<file path="src/rtl/rv32i_run_control.sv">
// Run control for the RV32I core: turns divided-clock rising edges into core_ce
// pulses and gates them through reset hold, run, single-step and halt.
module rv32i_run_control #(
   parameter int unsigned RST_TICKS = 4
) (
   input  logic        clk_in,
   input  logic        rst_n,
   input  logic        div_clk,
   input  logic        run_sw,
   input  logic        step_btn,
   input  logic        halt_req,
   output logic        core_rst_n,
   output logic        core_ce,
   output logic        running,
   output logic        halt_flag,
   output logic [31:0] cycle_cnt
);

   typedef enum logic [1:0] {RESET_HOLD, HALTED, RUNNING, STEP} state_t;

   state_t      state, state_nxt;
   logic [2:0]  div_sync, step_sync;
   logic [1:0]  run_sync, halt_sync;
   logic        tick, step_pulse, run_sw_s, halt_req_s;
   logic [7:0]  tick_cnt, tick_cnt_nxt;
   logic [31:0] cnt_q, cnt_nxt;
   logic        core_rst_n_nxt, core_ce_nxt, running_nxt, halt_flag_nxt;
   logic        last_tick;

   always_ff @(posedge clk_in or negedge rst_n) begin
      if (!rst_n) begin
         div_sync  <= '0;
         step_sync <= '0;
         run_sync  <= '0;
         halt_sync <= '0;
      end else begin
         div_sync  <= {div_sync[1:0], div_clk};
         step_sync <= {step_sync[1:0], step_btn};
         run_sync  <= {run_sync[0], run_sw};
         halt_sync <= {halt_sync[0], halt_req};
      end
   end

   assign tick       = div_sync[1] & ~div_sync[2];
   assign step_pulse = step_sync[1] & ~step_sync[2];
   assign run_sw_s   = run_sync[1];
   assign halt_req_s = halt_sync[1];
   assign last_tick  = (tick_cnt == 8'(RST_TICKS - 1));
   assign cycle_cnt  = cnt_q;

   // State register together with the registered outputs
   always_ff @(posedge clk_in or negedge rst_n) begin
      if (!rst_n) begin
         state      <= RESET_HOLD;
         tick_cnt   <= '0;
         cnt_q      <= '0;
         core_rst_n <= 1'b0;
         core_ce    <= 1'b0;
         running    <= 1'b0;
         halt_flag  <= 1'b0;
      end else begin
         state      <= state_nxt;
         tick_cnt   <= tick_cnt_nxt;
         cnt_q      <= cnt_nxt;
         core_rst_n <= core_rst_n_nxt;
         core_ce    <= core_ce_nxt;
         running    <= running_nxt;
         halt_flag  <= halt_flag_nxt;
      end
   end

   always_comb begin
      state_nxt = state;
      unique case (state)
         RESET_HOLD: if (tick && last_tick) state_nxt = HALTED;
         HALTED: begin
            if (run_sw_s && !halt_flag) state_nxt = RUNNING;
            else if (step_pulse)        state_nxt = STEP;
         end
         RUNNING: if (halt_req_s || !run_sw_s) state_nxt = HALTED;
         STEP:    if (tick) state_nxt = HALTED;
         default: state_nxt = RESET_HOLD;
      endcase
   end

   always_comb begin
      core_ce_nxt    = 1'b0;
      core_rst_n_nxt = core_rst_n;
      halt_flag_nxt  = halt_flag;
      tick_cnt_nxt   = tick_cnt;
      cnt_nxt        = cnt_q;
      running_nxt    = (state_nxt == RUNNING);
      unique case (state)
         RESET_HOLD: begin
            core_rst_n_nxt = 1'b0;
            if (tick) begin
               if (last_tick) begin
                  core_rst_n_nxt = 1'b1;
                  tick_cnt_nxt   = '0;
               end else begin
                  tick_cnt_nxt = tick_cnt + 8'd1;
               end
            end
         end
         HALTED: if (!run_sw_s) halt_flag_nxt = 1'b0;
         // Halt wins over a coincident tick, so that tick never reaches the core
         RUNNING: begin
            if (halt_req_s)          halt_flag_nxt = 1'b1;
            else if (run_sw_s && tick) core_ce_nxt = 1'b1;
         end
         STEP:    if (tick) core_ce_nxt = 1'b1;
         default: core_rst_n_nxt = 1'b0;
      endcase
      if (state == RESET_HOLD) cnt_nxt = '0;
      else if (core_ce_nxt)    cnt_nxt = cnt_q + 32'd1;
   end

endmodule

</file>
<file path="config.mk">
export PLATFORM = sky130hd
export DESIGN_NAME = rv32i_run_control
export DESIGN_NICKNAME = d
export VERILOG_FILES = /design/src/rtl/rv32i_run_control.sv
export SDC_FILE = /design/constraint.sdc
export NUM_CORES = 1
export LEC_CHECK = 0
export CORE_ASPECT_RATIO = 1.25
export CORE_MARGIN = 5
export CORE_UTILIZATION = 23
export CTS_BUF_LIST = sky130_fd_sc_hd__clkbuf_8 sky130_fd_sc_hd__clkbuf_16
export DETAILED_ROUTE_END_ITERATION = 8
export SKIP_CTS_REPAIR_TIMING = 1
export SYNTH_ARGS = -nofsm -noshare
export SYNTH_HDL_FRONTEND = slang
export SYNTH_SLANG_ARGS = --single-unit
</file>
<file path="constraint.sdc">
create_clock -name clk_in -period 2.2 [get_ports clk_in]
set_input_delay 0.44 -clock clk_in [delete_from_list [all_inputs] [get_ports clk_in]]
set_output_delay 0.44 -clock clk_in [all_outputs]
set_load 0.02 [all_outputs]
</file>
==> impl_metrics.csv <==
group,metric,value,unit
yosys,synth_ff_type,"dfrtp_1",
clocking,root_buffer,"clkbuf_16",
timing,finalHoldViolCount,0,
place,gp_congestion,0.792,
clocking,numCtsBuffers,5,
place,dp_hpwl,4.36,mm
yosys,ys_ff_latch,56,
power_and_ir_drop,p_seq_share,46.2,%
grt,overflow,0,
clocking,clk_path_buf_depth,2,
critical_path,cp-start-kind,"flip-flop",
clocking,clk_latency,0.30,ns
critical_path,worstPathRequired,2.42,ns
yosys,synth_commonest_cells,"dfrtp_1, nand2_1, o21ai_0",
clocking,cts_sinks,56,
clocking,clk_pin_slew_worst_paths,0.07,ns
place,dp_worst_setup_slack,0.247,ns
yosys,yosysMostFrequentCell,"dfrtp_1",
yosys,yosys_warnings,0,
finish,area_growth,28.6,%
timing,finalCriticalPeriod,1.96,ns
timing,period_share,89.1,%
run,max-cap-violations,0,
route,via_per_inst,4.70,
timing,max_freq,510,MHz
worst_hold_path,hold_class,"in -> async",
power_and_ir_drop,swShare,30.3,%
grt,grt_pass1_vias,2041,
grt,grt_start_max_net_pins,57,
route,drc_errors,0,
finish,diodes,0,
yosys,synth_nets,254,
timing,slew_headroom,63.5,%
yosys,postSynthAreaPerCell,10.5,µm²
timing,setup_tns,0,ns
power_and_ir_drop,vdd_drop_max,0.000477,V
timing,tightest_slew,0.547,ns
yosys,synthCells,246,
yosys,yosysTopAreaCell,"dfrtp_1",
floorplanning,dieWidth,105,µm
grt,grt_pass1_wl,10.1,mm
finish,finalNetCount,301,
timing,rsz0062_at_grt,"false",
floorplanning,core-area,11100,µm²
power_and_ir_drop,powerDensity,801,nW/µm²
floorplanning,die_area,13500,µm²
timing,skew,0.0112,ns
critical_path,crit_type,"reg -> reg",
floorplanning,start_util,23.3,%
floorplanning,die_y,129,µm
yosys,synth.distinct_cells,41,
timing,slew_viol_final,0,
yosys,synthesis.area,2590,µm²
floorplanning,rows,43,
yosys,ys_top_cells_by_area,"dfrtp_1, xor2_1, o21ai_0, a21oi_1, nand2_1",
finish,drive_gt1_share,11.2,%
critical_path,worstPathMaxFanout,9,
yosys,async_flop_share,100,%
power_and_ir_drop,p_leak,1.37,nW
route,antenna_left,0,
yosys,synth_edf_count,0,
timing,setup_ws,0.239,ns
clocking,h-tree-depth,2,
floorplanning,num_io_pins,42,
timing,setup_viol,0,
place,io_buffers,41,
route,wirelength,6.08,mm
power_and_ir_drop,comb_power_share,20.4,%
yosys,yosysTopAreaCellShare,54.2,%
grt,antenna_found_initial,0,
route,wl_per_cell,14.2,µm
grt,track_usage,9.32,%
power_and_ir_drop,p_switching,806,µW
status,status,"complete, no violations",
power_and_ir_drop,p_int,1.86,mW
route,drt_iter0_drc,100,
critical_path,cp_data_arrival_time,2.18,ns
yosys,yosysSeqAreaShare,54.2,%
route,first_pass_iters,4,
clocking,tritoncts,"yes",
route,dr_total_vias,2018,
power_and_ir_drop,clkPwrFrac,33.4,%
critical_path,end_kind,"flip-flop",
-- placed cells by master, fill, tap and decap left out, types with 5 or more instances in the layout --
cell | synthesis | layout
clkdlybuf4s50_1 | 0 | 40
dfrtp_1 | 56 | 56
o21ai_0 | 21 | 21
buf_4 | 0 | 8
nand3_1 | 13 | 13
xor2_1 | 15 | 15
or3_1 | 10 | 10
nand4_1 | 12 | 12
nor2_1 | 17 | 17
a21oi_1 | 16 | 16
nor2b_1 | 5 | 5
xnor2_1 | 5 | 5
clkbuf_16 | 0 | 5
nand2_1 | 21 | 21
-- worst paths after layout --
kind                       cells past startpoint  slack [ns]       endpoint         from
min in group clk_in                            0        0.35    run_sync[1]  run_sync[0]
min reg2reg                                    0        0.35    run_sync[1]  run_sync[0]
max in group asynchronous                      2        1.80  cycle_cnt[19]        rst_n
min                                            2        0.11   cycle_cnt[4]        rst_n
max reg2reg                                    5        0.24  cycle_cnt[23]     state[1]
max                                            5        0.24  cycle_cnt[23]     state[1]
-- final cells by class --
| cell class | count | area (µm²) |
|---|---|---|
| multi-input combinational | 177 | 1090 |
| clock buffer | 5 | 125 |
| timing repair buffer | 50 | 485 |
| fill | 1156 | 7760 |
| tap | 135 | 169 |
| inverter | 3 | 11.3 |
| clock inverter | 3 | 38.8 |
| sequential | 56 | 1400 |
-- flip-flops by register name, summed over array words and instances, names as in the netlist --
register and flops:
cycle_cnt 32, tick_cnt 8, div_sync 3, step_sync 3, halt_sync 2, run_sync 2, state 2, core_ce 1
core_rst_n 1, halt_flag 1, running 1
-- layer usage --
metal / up-vias / wire [µm] / global-route usage, %
met3: 11 / 334 / 2.51
met4: 0 / 142 / 4.14
li1: 974 / - / -
met5: - / 0 / 0
met2: 50 / 2840 / 14.8
met1: 983 / 2760 / 11.9
-- worst max-delay path: stages (launching register included) --
cell	delay (ns)
dfrtp_1	0.48
nand3b_1	0.15
a21oi_2	0.40
o2111ai_1	0.32
or3_1	0.39
a21oi_1	0.16
-- logic make-up (layout without fill, tap and decap cells) --
family	after synthesis	after routing	share of synthesized area (%)
and+or+nand+nor	106	106	22.7
DFF	56	56	54.2
AOI/OAI and AO/OA	48	48	11.5
xor gates and xnor gates	20	20	6.77
buffers and inverters	13	61	3.48
adders and majority gates	2	2	0.967
muxes	1	1	0.387
-- per-stage QoR --
step,power [mW],hold WS (ns),cell area (µm²),cells,util [%]
after floorplan,1.61,0.144,2590,246,-
after global placement,1.78,0.333,3160,421,28.5
after detailed placement,1.79,0.336,3160,421,28.5
after CTS,2.70,0.140,3330,429,30.0
after global routing,2.81,0.151,3330,429,30.0
final,2.66,0.114,3330,429,30.0
-- power groups by stage --
| stage | combinational, mW | clock (mW) | sequential [mW] |
|---|---|---|---|
| 2_1_floorplan | 0.348 | 0 | 1.26 |
| 3_3_place_gp | 0.539 | 0 | 1.24 |
| 3_5_place_dp | 0.544 | 0 | 1.25 |
| 4_1_cts | 0.549 | 0.923 | 1.23 |
| 5_1_grt | 0.609 | 0.953 | 1.25 |
| 6_report | 0.543 | 0.889 | 1.23 |
Power figures use the tool's default switching activity.
